[src/rtl/bcd_display_scanner.sv]
// -----------------------------------------------------------------------------
// bcd_display_scanner
//
// Purpose:
//   This module feeds a single shared BCD-to-seven-segment decoder. It holds a
//   4-digit packed BCD value and time-multiplexes it across four digits. Each
//   digit slot puts that slot's nibble on bcd and pulls that digit's
//   active-low anode low.
//
//   A newly loaded value takes effect only at a frame boundary. A frame
//   therefore never shows a mix of old and new digits.
//
// Parameters:
//   REFRESH_DIV  clk cycles per digit slot (>= 2)
//   BLANK_CYC    cycles at the start of each slot with all anodes off
//                (ghost suppression), 0..REFRESH_DIV-1
//   CNT_W        prescaler width, 2**CNT_W >= REFRESH_DIV
//
// Ports:
//   clk    in   1   rising-edge clock
//   rst    in   1   synchronous reset, active-high
//   load   in   1   1-cycle strobe: capture din
//   din    in   16  packed BCD, digit3 = din[15:12] .. digit0 = din[3:0]
//   bcd    out  4   nibble for decoder inputs s3..s0
//   an     out  4   digit anode enables, active-low, at most one low
//   frame  out  1   1-cycle pulse the cycle after every frame boundary
//   err    out  1   high while the active value holds any nibble > 9
//
// Optional feature (macro LEADING_ZERO_BLANK_EN):
//   When defined, digits 3..1 are dark while that digit and every higher digit
//   are zero. Digit 0 is always shown.
//
// Load handshake:
//   load is a strobe with no ready/back-pressure. Every cycle with load=1 is
//   accepted. din is captured into a pending register, and a later load
//   overwrites it. The pending value is promoted to the displayed value at the
//   next frame boundary. A load on the boundary cycle itself is written
//   straight to the displayed value.
// -----------------------------------------------------------------------------
module bcd_display_scanner #(
  parameter int REFRESH_DIV = 50000,
  parameter int BLANK_CYC   = 2,
  parameter int CNT_W       = 16
) (
  input  logic        clk,
  input  logic        rst,
  input  logic        load,
  input  logic [15:0] din,
  output logic [3:0]  bcd,
  output logic [3:0]  an,
  output logic        frame,
  output logic        err
);

  logic [CNT_W-1:0] cnt;
  logic [1:0]       idx;
  logic [15:0]      active;
  logic [15:0]      pending;
  logic             pend_vld;

  logic             tick;
  logic             boundary;
  logic [15:0]      active_nxt;
  logic [3:0]       nib;
  logic             nib_bad;
  logic             slot_blank;
  logic             lz_blank;

  function automatic logic has_bad_nibble(input logic [15:0] v);
    logic bad;
    bad = 1'b0;
    for (int i = 0; i < 4; i++) begin
      if (v[4*i +: 4] > 4'd9) bad = 1'b1;
    end
    return bad;
  endfunction

  assign tick     = (cnt == CNT_W'(REFRESH_DIV - 1));
  assign boundary = tick && (idx == 2'd3);

  // A load on the boundary cycle bypasses pending. This keeps the newest value
  // from waiting a whole extra frame.
  always_comb begin
    active_nxt = active;
    if (boundary) begin
      if (load)          active_nxt = din;
      else if (pend_vld) active_nxt = pending;
    end
  end

  assign nib        = active[{idx, 2'b00} +: 4];
  assign nib_bad    = (nib > 4'd9);
  assign slot_blank = (cnt < CNT_W'(BLANK_CYC));

`ifdef LEADING_ZERO_BLANK_EN
  // A digit is dark while it and all higher digits are zero.
  always_comb begin
    lz_blank = 1'b0;
    case (idx)
      2'd3:    lz_blank = (active[15:12] == 4'd0);
      2'd2:    lz_blank = (active[15:8]  == 8'd0);
      2'd1:    lz_blank = (active[15:4]  == 12'd0);
      default: lz_blank = 1'b0;
    endcase
  end
`else
  assign lz_blank = 1'b0;
`endif

  always_ff @(posedge clk) begin
    if (rst) begin
      cnt      <= '0;
      idx      <= 2'd0;
      active   <= 16'h0000;
      pending  <= 16'h0000;
      pend_vld <= 1'b0;
      bcd      <= 4'h0;
      an       <= 4'hF;
      frame    <= 1'b0;
      err      <= 1'b0;
    end else begin
      // Prescaler and digit index
      if (tick) begin
        cnt <= '0;
        idx <= idx + 2'd1;
      end else begin
        cnt <= cnt + 1'b1;
      end

      // Pending value: last load wins, and the boundary always consumes it.
      if (load) pending <= din;
      if (boundary)  pend_vld <= 1'b0;
      else if (load) pend_vld <= 1'b1;

      active <= active_nxt;
      err    <= has_bad_nibble(active_nxt);

      // Outputs reflect this cycle's idx/cnt, so they lag by one cycle.
      // An invalid nibble is shown as 0, and its anode stays off all slot.
      bcd   <= nib_bad ? 4'h0 : nib;
      an    <= (slot_blank || nib_bad || lz_blank) ? 4'hF : ~(4'b0001 << idx);
      frame <= boundary;
    end
  end

endmodule

[config.mk]
export PLATFORM = sky130hd
export DESIGN_NAME = bcd_display_scanner
export DESIGN_NICKNAME = d
export VERILOG_FILES = /design/src/rtl/bcd_display_scanner.sv
export SDC_FILE = /design/constraint.sdc
export NUM_CORES = 1
export LEC_CHECK = 0
export ABC_AREA = 0
export CORE_UTILIZATION = 56
export DETAILED_ROUTE_END_ITERATION = 8
export PLACE_DENSITY = 0.81
export SLEW_MARGIN = 15
export SYNTH_ARGS = -nofsm -noshare
export SYNTH_HDL_FRONTEND = slang
export SYNTH_SLANG_ARGS = --single-unit
export TNS_END_PERCENT = 30
[constraint.sdc]
create_clock -name clk -period 2.9 [get_ports clk]
set_input_delay 0.725 -clock clk [delete_from_list [all_inputs] [get_ports clk]]
set_output_delay 0.725 -clock clk [all_outputs]
set_load 0.01 [all_outputs]
Yosys cells after proc, flatten, opt, wreduce, memory -nomap -nowiden. Cells that the tools add are included.

Logic and storage cells: 35. Output and inout port bits: 10. Bits in registers: 61. Bits of input ports: 19.

$add $sub $neg: 2. Eq/ne operators: 2. Muxes and demuxes: 7. Magnitude comparators: 6. Shift operators: 2. Bitwise operators: 1. Reduce and logical (&&, ||, !) cells: 6.

Operators with widths (count): 16-bit two-way mux (3); 4-bit > comparator, second input constant (5); 16-bit by 1-bit adder with 16-bit output, second input constant (1); 16-bit equality test, second input constant (1); 16-bit by 2-bit < comparator with 1-bit output, second input constant (1); 16-bit by 5-bit indexed part select with 4-bit output (1); 2-bit OR reduction (4); 1-bit two-way mux (4); 4-bit inverter (1); 1-bit by 2-bit << shifter with 4-bit output, first input constant (1); 2-bit by 1-bit adder with 2-bit output, second input constant (1); 2-bit equality test, second input constant (1); 1-bit logical AND (1); 1-bit logical OR (1).

Depth between registers and ports, before layout. Gate-level depths: netlist (run 1).

Word-level depth: 8. Gate-level depth with buffers: 8. Depth with buffers taken out: 6.

Worst setup path before layout (run 1). No wires, ideal clock.

Path kind: flip-flop to flip-flop. From: register idx[1]. To: register active[10]. Path slack: 746 ps. Library setup time: 134 ps. Cell stages (with the launch flop): 8. Data arrival time: 2020 ps. Data required time: 2766 ps. Buffers on the path: 2. Period minus slack after synthesis: 2154 ps. Cell sequence: dfxtp_1 ha_1 or4b_1 or4_1 buf_2 buf_2 nor3b_1 nor4_1.

Cells in the longest elaborated chain, start to end: 3.

Ends and longest elaborated chain: from (decl) (line 56) `logic [1:0] idx;`; from (signal assigned) (line 125) `idx <= idx + 2'd1;`; 2-bit equality test (line 79) `assign boundary = tick && (idx == 2'd3);`; 1-bit logical AND (line 79); 16-bit two-way mux (line 85) `if (boundary) begin`; to (signal assigned) (line 135) `active <= active_nxt;`; to (decl) (line 57) `logic [15:0] active;`.

No other way between the ends. A chain may end at the register's enable or synchronous reset.

Final worst setup path (run 1).
From: register idx[1]. To: register active[7].

Same word-level chain as after synthesis.

==> impl_results.md, run 1 <==
* Maximum clock frequency at 0.403 GHz
* RSZ-0062 raised after global routing: false
* Crit-path cells: ha_1 -> or4b_1 -> or4_1 -> buf_4 -> nor3b_1 -> nor4_1
* Via count at 2,329
* Avg Cell Area, Syn at 8.71 um2
* Diodes inserted at 0
* CP required at 3.11 ns
* EDFF count, synth at 0
* WP data arrival at 2.69 ns
* Die area at 5310 um2
* HPWL Detailed at 4.05 mm
* Hold Path Class: reg -> reg
* Mapped Cells at 323
* Core Box Area at 4790 um2
* Crit end category: register
* Drt drc at 0
* Vias in the first global route at 2,141
* Top FF cell, synth: dfxtp_1
* 1st-pass router iterations at 4
* Fin Setup TNS at 0 ns
* Cell Area, Synth at 2810 um2
* Max VDD drop at 0.315 mV
* Fraction of registers with async set or reset after synthesis at 0%
* Grt met2 use at 37.6%
* Number of vias per cell at 5.55
* Startpoint Class: register
* Share of cells above drive strength 1 at 8.78%
* Initial DRC count at 133
* Met1 Use GR at 32.8%
* Post-CTS Hold Buffers at 0
* Largest cells by area after synthesis: dfxtp_1 (43%), nor2_1 (8.7%), mux2i_1 (6.0%), mux4_2 (3.2%), a21oi_1 (2.7%)
* Worst-path maximum fanout at 12
* Post-CTS sizing at 0
* CP max stage cell: or4_1
* Die width at 72.9 um
* Final antenna-violating net count at 0
* Nets at 373
* Min cycle time layout at 2.48 ns
* Top-area cell type share of the netlist area at 43.4%
* Max Clock Skew at 0.00306 ns
* I/O pin total at 29
* Reg clk slew, reported paths at 0.06 ns
* Leakage at 1.27 nW
* Wire length per cell at 13.9 um
* Gr usage total at 24.5%
* Tcrit/Tclk final at 85.5%
* Synthesis Warnings at 0
* R2R Setup Slk at 0.42 ns
* Post-synth net total at 347
* CTS Sinks at 61
* Synth area leader: dfxtp_1
* Final setup vio count at 0
* Final slew viol count at 0
* Setup bufs post-CTS at 0
* Sequential share of the synthesized area at 43.4%
* Pin count of the biggest net entering global routing at 30
* Clock latency on the worst-skew pair at 0.34 ns
* Grt total ovfl at 0
* Area Overhead vs Synth at 18.5%
* H-tree level count at 3
* Outcome: finished, final reports clean
* Fin util at 69.7%
* Routed WL at 5.83 mm
* Critical path class: reg -> reg
* Num rows at 25
* Power per cell area at 507 nW/um2
* First-pass GRT wire length at 9.83 mm
* I/O Buffers at 28
* Initial antenna violation count at 0
* Worst-Margin Slew at 0.811 ns
* Hold path depth at 1
* Slowest stage delay, CP at 0.51 ns
* Max_cap viols at 0
* CTS tree: built
* Starting Density at 58.8%
* M3 GR Usage at 4.70%
* Global placement routability congestion at 0.843
* Grt peak-use layer: met2
* Max_slew headroom at 45.9%
* Die Y at 72.9 um
* Root Buffer: clkbuf_8
* Final Hold Viols at 0
* CTS Buffer Depth at 2
* FF+latch count, synth at 61
* Worst r2r path cells at 6
* CTS Buf Count at 9
* Netlist cell types at 40
-- cells in the mapped netlist (3+ instances only) --
cell type and number:
nor2_1 65, dfxtp_1 61, mux2i_1 17, a21oi_1 15, clkbuf_1 13, nand2_1 13, nor4_1 12, inv_1 11
o21ai_0 10, a31oi_1 8, nor3b_1 8, xnor2_1 8, nand3_1 7, xor2_1 7, and2_1 6, and3_1 6
ha_1 5, buf_2 4, mux4_2 4, nand4_1 4, nor3_1 4, a22o_1 3, buf_1 3, nor2b_1 3
o211ai_1 3, o21a_1 3
-- worst max-delay path, delay by kind of cell (launching register included) --
kind	cells	cell delay (ns)
DFF	1	0.47
and+or+nand+nor	4	1.33
buffers and inverters	1	0.23
adders and majority gates	1	0.32
-- per-layer routing --
layer | part of all wire, % | up-vias
met2 | 45 | 63
met3 | 4.7 | 11
met1 | 49 | 1080
met5 | 0 | -
li1 | - | 1175
met4 | 1.9 | 0
-- placed cells by master, fill, tap and decap left out, drive strengths merged, types with 6 or more instances in the layout --
cell           instances
a21oi                 15
a31oi                  8
and2                   6
and3                   6
buf                    8
clkbuf                14
clkdlybuf4s50         28
dfxtp                 61
inv                   11
mux2i                 17
nand2                 13
nand3                  7
nor2                  66
nor3b                  8
nor4                  12
o21ai                 10
xnor2                  8
xor2                   7
-- area by class of cell --
type | instances | area [um2]
clock buffers | 14 | 173
clock inverters | 1 | 5.00
fillers | 392 | 1450
inverters | 11 | 41.3
multi-input cells | 230 | 1470
flip-flops and latches | 61 | 1220
well taps | 67 | 83.8
repair buffers | 36 | 340
-- kinds of logic after synthesis --
| family | count (synthesis) | share of synthesized area (%) |
|---|---|---|
| AND/OR/NAND/NOR | 141 | 25.3 |
| adder cells (fa/ha/maj) | 5 | 2.22 |
| buffers and inverters | 32 | 4.58 |
| multiplexers | 22 | 9.65 |
| XOR/XNOR | 15 | 4.67 |
| AO/OA/AOI/OAI | 47 | 10.1 |
| flip-flops | 61 | 43.4 |
-- state kept, by name, summed over array words and instances (netlist names) --
name / cells
pend_vld: 1
frame: 1
cnt: 16
err: 1
an: 4
bcd: 4
active: 16
idx: 2
pending: 16
-- metrics by stage --
| stage | cell area (um2) | total power [mW] | hold slack, ns | cells | setup WS, ns |
|---|---|---|---|---|---|
| final | 3330 | 1.69 | 0.449 | 420 | 0.421 |
| after global placement | 3160 | 1.02 | 0.429 | 405 | 0.601 |
| after detailed placement | 3160 | 1.02 | 0.434 | 405 | 0.517 |
| after CTS | 3330 | 1.70 | 0.448 | 420 | 0.459 |
| after floorplan | 2810 | 0.968 | 0.413 | 323 | 0.746 |
| after global routing | 3330 | 1.74 | 0.459 | 420 | 0.326 |
-- path summary, 6_finish.rpt --
kind / startpoint / endpoint
worst max-delay path: idx[1]$_SDFFE_PP0N_ / active[7]$_SDFF_PP0_
worst min-delay path: cnt[0]$_SDFF_PP0_ / cnt[0]$_SDFF_PP0_
worst max register to register: idx[1]$_SDFFE_PP0N_ / active[7]$_SDFF_PP0_
worst min register to register: cnt[0]$_SDFF_PP0_ / cnt[0]$_SDFF_PP0_
-- power by group --
part / total, mW / internal [mW] / switching (mW) / leakage, nW
clock network: 0.686 / 0.375 / 0.311 / 0.0926
registers: 0.874 / 0.857 / 0.0170 / 0.496
logic: 0.131 / 0.0638 / 0.0674 / 0.679
total: 1.69 / 1.30 / 0.396 / 1.27
(Power assumes the default switching activity.)
==> run 2: changes to the inputs <==
Settings changed: CORE_UTILIZATION 56 to 45, PLACE_DENSITY 0.81 to 0.7.
==> run 2 against run 1 <==
  * Cell area rose by 1.5%
  * Critical path depth did not move
  * Core utilization fell by 13 points
  * First-iteration DRC count fell by 14%
  * Worst setup slack improved by 0.094 ns
  * Clock skew rose by 0.0067 ns
  * Sequential power barely moved
  * Wire length rose by 3.5%
  * Worst hold slack improved by 0.0033 ns
  * Sequential share of layout area fell by 0.53 points
  * Critical endpoint is now active[5]$_SDFF_PP0_
==> impl_results.md, run 2 (synthesis gave the netlist of run 1 again) <==
* Outcome: finished, final reports clean
* Top cell family by delay on the critical path: simple AND/OR/NAND/NOR gates
* Metal2 WL at 2.71 mm
* Max_cap viols at 0
* Worst r2r src: idx[1]$_SDFFE_PP0N_
* First-pass GRT wire length at 9.99 mm
* I/O Buffers at 28
* Origin of the worst setup path: idx[1]$_SDFFE_PP0N_
* Initial DRC count at 114
* Final slew viol count at 0
* Met1 Routed Length at 2.98 mm
* Area Overhead vs Synth at 20.2%
* WP data arrival at 2.61 ns
* Reg clk slew, reported paths at 0.07 ns
* Sw Ratio at 23.1%
* Worst-path maximum fanout at 12
* CTS Buffer Depth at 2
* Via count at 2,323
* HPWL Detailed at 4.19 mm
* Num rows at 28
* Switch Pwr at 417 uW
* Share of cells above drive strength 1 at 9.07%
* Tcrit/Tclk final at 82.2%
* Top layer in use: met4
* Crit end category: register
* WP depth at 6
* Grt total ovfl at 0
* Slowest stage delay, CP at 0.51 ns
* Critical path class: reg -> reg
* Post-CTS Hold Buffers at 0
* Top Registers: active: 16 flops, cnt: 16 flops, pending: 16 flops
* Vias in the first global route at 2,094
* Capture point of the critical path: active[5]$_SDFF_PP0_
* Met3 WL at 247 um
* Worst r2r path cells at 6
* CP required at 3.12 ns
* Root Buffer: clkbuf_8
* Number of fillers in the final layout at 508
* Clock latency on the worst-skew pair at 0.34 ns
* Core Box Area at 5990 um2
* Fin Setup TNS at 0 ns
* Leading cell type in the layout, fill and taps excluded: nor2_1
* CTS Sinks at 61
* Final Hold Viols at 0
* Max Clock Skew at 0.00977 ns
* Post-CTS sizing at 0
* Max VDD drop at 0.355 mV
* Diodes inserted at 0
* Pin count of the biggest net entering global routing at 42
* Most frequent cells in the layout: nor2_1 (65), dfxtp_1 (61), clkdlybuf4s50_1 (28)
* RR Endpoint: active[5]$_SDFF_PP0_
* Min cycle time layout at 2.39 ns
* Startpoint Class: register
* Die area at 6570 um2
* Total power at 1.80 mW
* Global placement routability congestion at 0.826
* Crit-path cells: ha_1 -> or4b_1 -> or4_1 -> buf_4 -> nor3b_1 -> nor4_1
* Maximum clock frequency at 0.419 GHz
* Routed WL at 6.03 mm
* Die width at 81.1 um
* Register share of total power at 48.4%
* Final setup vio count at 0
* 1st-pass router iterations at 4
* Internal Pwr Total at 1.39 mW
* Starting Density at 47.0%
* Power per cell area at 533 nW/um2
* Gr usage total at 20.5%
* CTS Buf Count at 9
* CP max stage cell: or4_1
* Worst-Margin Slew at 0.721 ns
* Post-route setup slack at 0.515 ns
* Max_slew headroom at 51.9%
* Die Y at 81.1 um
* Nets at 372
* Drt drc at 0
* Clock power share at 44.3%
* Leakage at 1.28 nW
* CTS tree: built
* Setup WS pre-CTS at 0.526 ns
* Setup bufs post-CTS at 0
* Initial antenna violation count at 0
* Comb pwr share at 7.3%
* Wire length per cell at 14.1 um
* Hold Path Class: reg -> reg
* I/O pin total at 29
* RSZ-0062 raised after global routing: false
* Final antenna-violating net count at 0
* H-tree level count at 3
* CP bufs+invs at 1
* Number of vias per cell at 5.43
* R2R Setup Slk at 0.51 ns
run 2: power by group through the flow:
| stage | combinational [mW] | sequential [mW] | clock [mW] |
|---|---|---|---|
| floorplan | 0.0838 | 0.884 | 0 |
| global placement | 0.130 | 0.891 | 0 |
| detailed placement | 0.132 | 0.892 | 0 |
| CTS | 0.132 | 0.873 | 0.807 |
| global route | 0.147 | 0.875 | 0.849 |
| finish | 0.132 | 0.873 | 0.800 |
run 2: area by class of cell:
class	instances	area (um2)	area share, %
Inverter	11	41.3	1.22
Multi-Input combinational cell	230	1470	43.5
Sequential cell	61	1220	36.1
Clock buffer	13	169	4.99
Clock inverter	3	42.5	1.26
Tap cell	75	93.8	2.77
Timing Repair Buffer	35	345	10.2
run 2: worst min path at each step:
stage / from / end / slack (ns) / cells after the start
after floorplan: cnt[0]$_SDFF_PP0_ / cnt[0]$_SDFF_PP0_ / 0.41 / 1
after global placement: cnt[0]$_SDFF_PP0_ / cnt[0]$_SDFF_PP0_ / 0.42 / 1
after detailed placement: cnt[0]$_SDFF_PP0_ / cnt[0]$_SDFF_PP0_ / 0.44 / 1
after CTS: cnt[0]$_SDFF_PP0_ / cnt[0]$_SDFF_PP0_ / 0.45 / 1
after global routing: cnt[0]$_SDFF_PP0_ / cnt[0]$_SDFF_PP0_ / 0.49 / 1
final: cnt[0]$_SDFF_PP0_ / cnt[0]$_SDFF_PP0_ / 0.45 / 1
run 2: routing by layer:
metal | vias up | track usage (%)
met3 | 7 | 4.04
li1 | 1175 | -
met5 | - | 0
met2 | 51 | 29.8
met1 | 1090 | 28.3
met4 | 0 | 10.7
run 2: worst register-to-register path: stages (launching register included):
cell and delay [ns]:
dfxtp_1 0.47, ha_1 0.32, or4b_1 0.49, or4_1 0.51, buf_4 0.22, nor3b_1 0.20
nor4_1 0.06
run 2: through the flow:
stage	hold slack (ns)	utilization, %	cell area, um2	instances
after floorplan	0.413	-	2810	323
after global placement	0.424	52.9	3170	412
after detailed placement	0.436	52.9	3170	412
after CTS	0.450	56.5	3380	428
after global routing	0.494	56.5	3380	428
final	0.452	56.5	3380	428
==> run 3: changes to the inputs <==
Clock period 2.9 ns to 2.23 ns, I/O delays scaled along.
==> run 3 against run 2 <==
  * Core utilization rose by 1.6 points
  * Maximum frequency rose by 12%
  * Critical path type unchanged
  * Sequential power rose by 29%
  * Cell area rose by 2.9%
  * Clock power rose by 36%
  * Wire length barely moved
  * Non-clock buffer count rose by 11
  * Clock skew fell by 0.0037 ns
  * Sequential share of layout area fell by 1.0 points
  * Global-route usage barely moved
  * Power rose by 33%
  * Via count rose by 1.0%
==> impl_results.md, run 3 (synthesis gave the netlist of run 1 again) <==
* Startpoint Class: register
* Pin count of the biggest net entering global routing at 35
* Worst-path maximum fanout at 5
* Leading cell type in the layout, fill and taps excluded: nor2_1
* Worst-Margin Slew at 0.556 ns
* RSZ-0062 raised after global routing: false
* I/O Buffers at 28
* Hold Path Class: reg -> reg
* Maximum clock frequency at 0.470 GHz
* Tcrit/Tclk final at 95.3%
* Die width at 81.1 um
* Wire length per cell at 13.7 um
* Fin Setup TNS at 0 ns
* CTS tree: built
* Max_slew headroom at 62.8%
* DP Cell Count at 423
* Number of vias per cell at 5.35
* Nets at 383
* Top Registers: active: 16 flops, cnt: 16 flops, pending: 16 flops
* Share of cells above drive strength 1 at 12.4%
* Worst-case hold path end point: cnt[0]$_SDFF_PP0_
* Num rows at 28
* 1st-pass router iterations at 4
* R2R Setup Slk at 0.10 ns
* Hold path depth at 1
* RR Endpoint: err$_SDFF_PP0_
* Starting Density at 47.0%
* Reg clk slew, reported paths at 0.07 ns
* Root Buffer: clkbuf_8
* Final non-filler cell total at 439
* Area Overhead vs Synth at 23.7%
* Critical path class: reg -> reg
* Routed WL at 6.02 mm
* Clock latency on the worst-skew pair at 0.34 ns
* Max_cap viols at 0
* Die Y at 81.1 um
* Gr usage total at 20.4%
* Final setup vio count at 0
* Worst r2r path cells at 6
* I/O pin total at 29
* Most frequent cells in the layout: nor2_1 (65), dfxtp_1 (61), clkdlybuf4s50_1 (28)
* Initial antenna violation count at 0
* CTS Sinks at 61
* WP data arrival at 2.34 ns
* CP max stage cell: or4_4
* Final slew viol count at 0
* H-tree level count at 3
* Min cycle time layout at 2.13 ns
* CTS Buffer Depth at 2
* Power per cell area at 691 nW/um2
* Die area at 6570 um2
* Final antenna-violating net count at 0
* Initial DRC count at 121
* Outcome: finished, final reports clean
* Final Hold Viols at 0
* Crit-path cells: buf_4 -> or4_1 -> or4_4 -> nor2_1 -> mux2i_1 -> a21oi_1
* Hold wc startpoint: cnt[0]$_SDFF_PP0_
* CP required at 2.45 ns
* Leakage at 1.35 nW
* First-pass GRT wire length at 9.90 mm
* HPWL Detailed at 4.30 mm
* Drt drc at 0
* Via count at 2,347
* Global placement routability congestion at 0.783
* CTS Buf Count at 9
* Crit end category: register
* Core Box Area at 5990 um2
* Max VDD drop at 0.372 mV
* Grt total ovfl at 0
* Worst r2r src: cnt[10]$_SDFF_PP0_
* Vias in the first global route at 2,105
* Slowest stage delay, CP at 0.60 ns
* Max Clock Skew at 0.00612 ns
* Diodes inserted at 0
## run 3: cell count changes in the layout (fill, tap and decap cells not counted), sizes merged
cell	delta
buf	+11
clkbuf	-3
clkinv	+2
bufinv	+1
## run 3: worst max path at each step
stage | from | endpoint | slack [ns] | cells past startpoint
6_report | cnt[10]$_SDFF_PP0_ | err$_SDFF_PP0_ | 0.10 | 6
3_5_place_dp | cnt[10]$_SDFF_PP0_ | err$_SDFF_PP0_ | 0.09 | 6
3_3_place_gp | cnt[10]$_SDFF_PP0_ | err$_SDFF_PP0_ | 0.07 | 6
4_1_cts | cnt[10]$_SDFF_PP0_ | err$_SDFF_PP0_ | 0.08 | 6
5_1_grt | idx[1]$_SDFFE_PP0N_ | active[7]$_SDFF_PP0_ | 0.02 | 6
2_1_floorplan | idx[1]$_SDFFE_PP0N_ | active[10]$_SDFF_PP0_ | 0.08 | 7
## run 3: through the flow
stage | worst slack, ns | power [mW] | area (um2) | utilization [%] | hold WS, ns
6_report | 0.104 | 2.41 | 3480 | 58.1 | 0.453
5_1_grt | 0.0152 | 2.49 | 3480 | 58.1 | 0.476
4_1_cts | 0.0766 | 2.43 | 3480 | 58.1 | 0.453
3_5_place_dp | 0.0859 | 1.33 | 3250 | 54.3 | 0.437
3_3_place_gp | 0.0748 | 1.33 | 3250 | 54.3 | 0.430
2_1_floorplan | 0.0763 | 1.26 | 2810 | - | 0.413
## run 3: layout make-up
| class | instances | area (um2) |
|---|---|---|
| clock inverters | 6 | 86.3 |
| flip-flops and latches | 61 | 1220 |
| multi-input cells | 230 | 1470 |
| well taps | 75 | 93.8 |
| clock buffers | 10 | 138 |
| fillers | 521 | 2510 |
| inverters | 11 | 41.3 |
| repair buffers | 46 | 428 |
## run 3: critical path, delay by kind of cell, from the launching register on
kind | cells | cell delay [ns]
buf+inv | 1 | 0.14
simple gates | 3 | 1.22
flops | 1 | 0.31
mux | 1 | 0.24
compound gates | 1 | 0.09
## run 3: report_power, final
group	switching (mW)	internal (mW)	leakage (nW)	total, mW
clock	0.437	0.657	0.112	1.09
sequential	0.0163	1.11	0.496	1.13
combinational	0.0930	0.0876	0.737	0.181
## run 3: what timing repair did
item	CTS	global route
setup buffers	0	0
gates resized for setup	0	1
hold buffers	0	0
endpoints found under the setup margin	0	7
## run 3: metal layers
layer  global-route usage [%]  part of all wire, %
met1                     26.6                   49
met2                     31.1                   44
met3                     4.04                  4.0
met4                     12.3                  2.6
met5                        0                    0
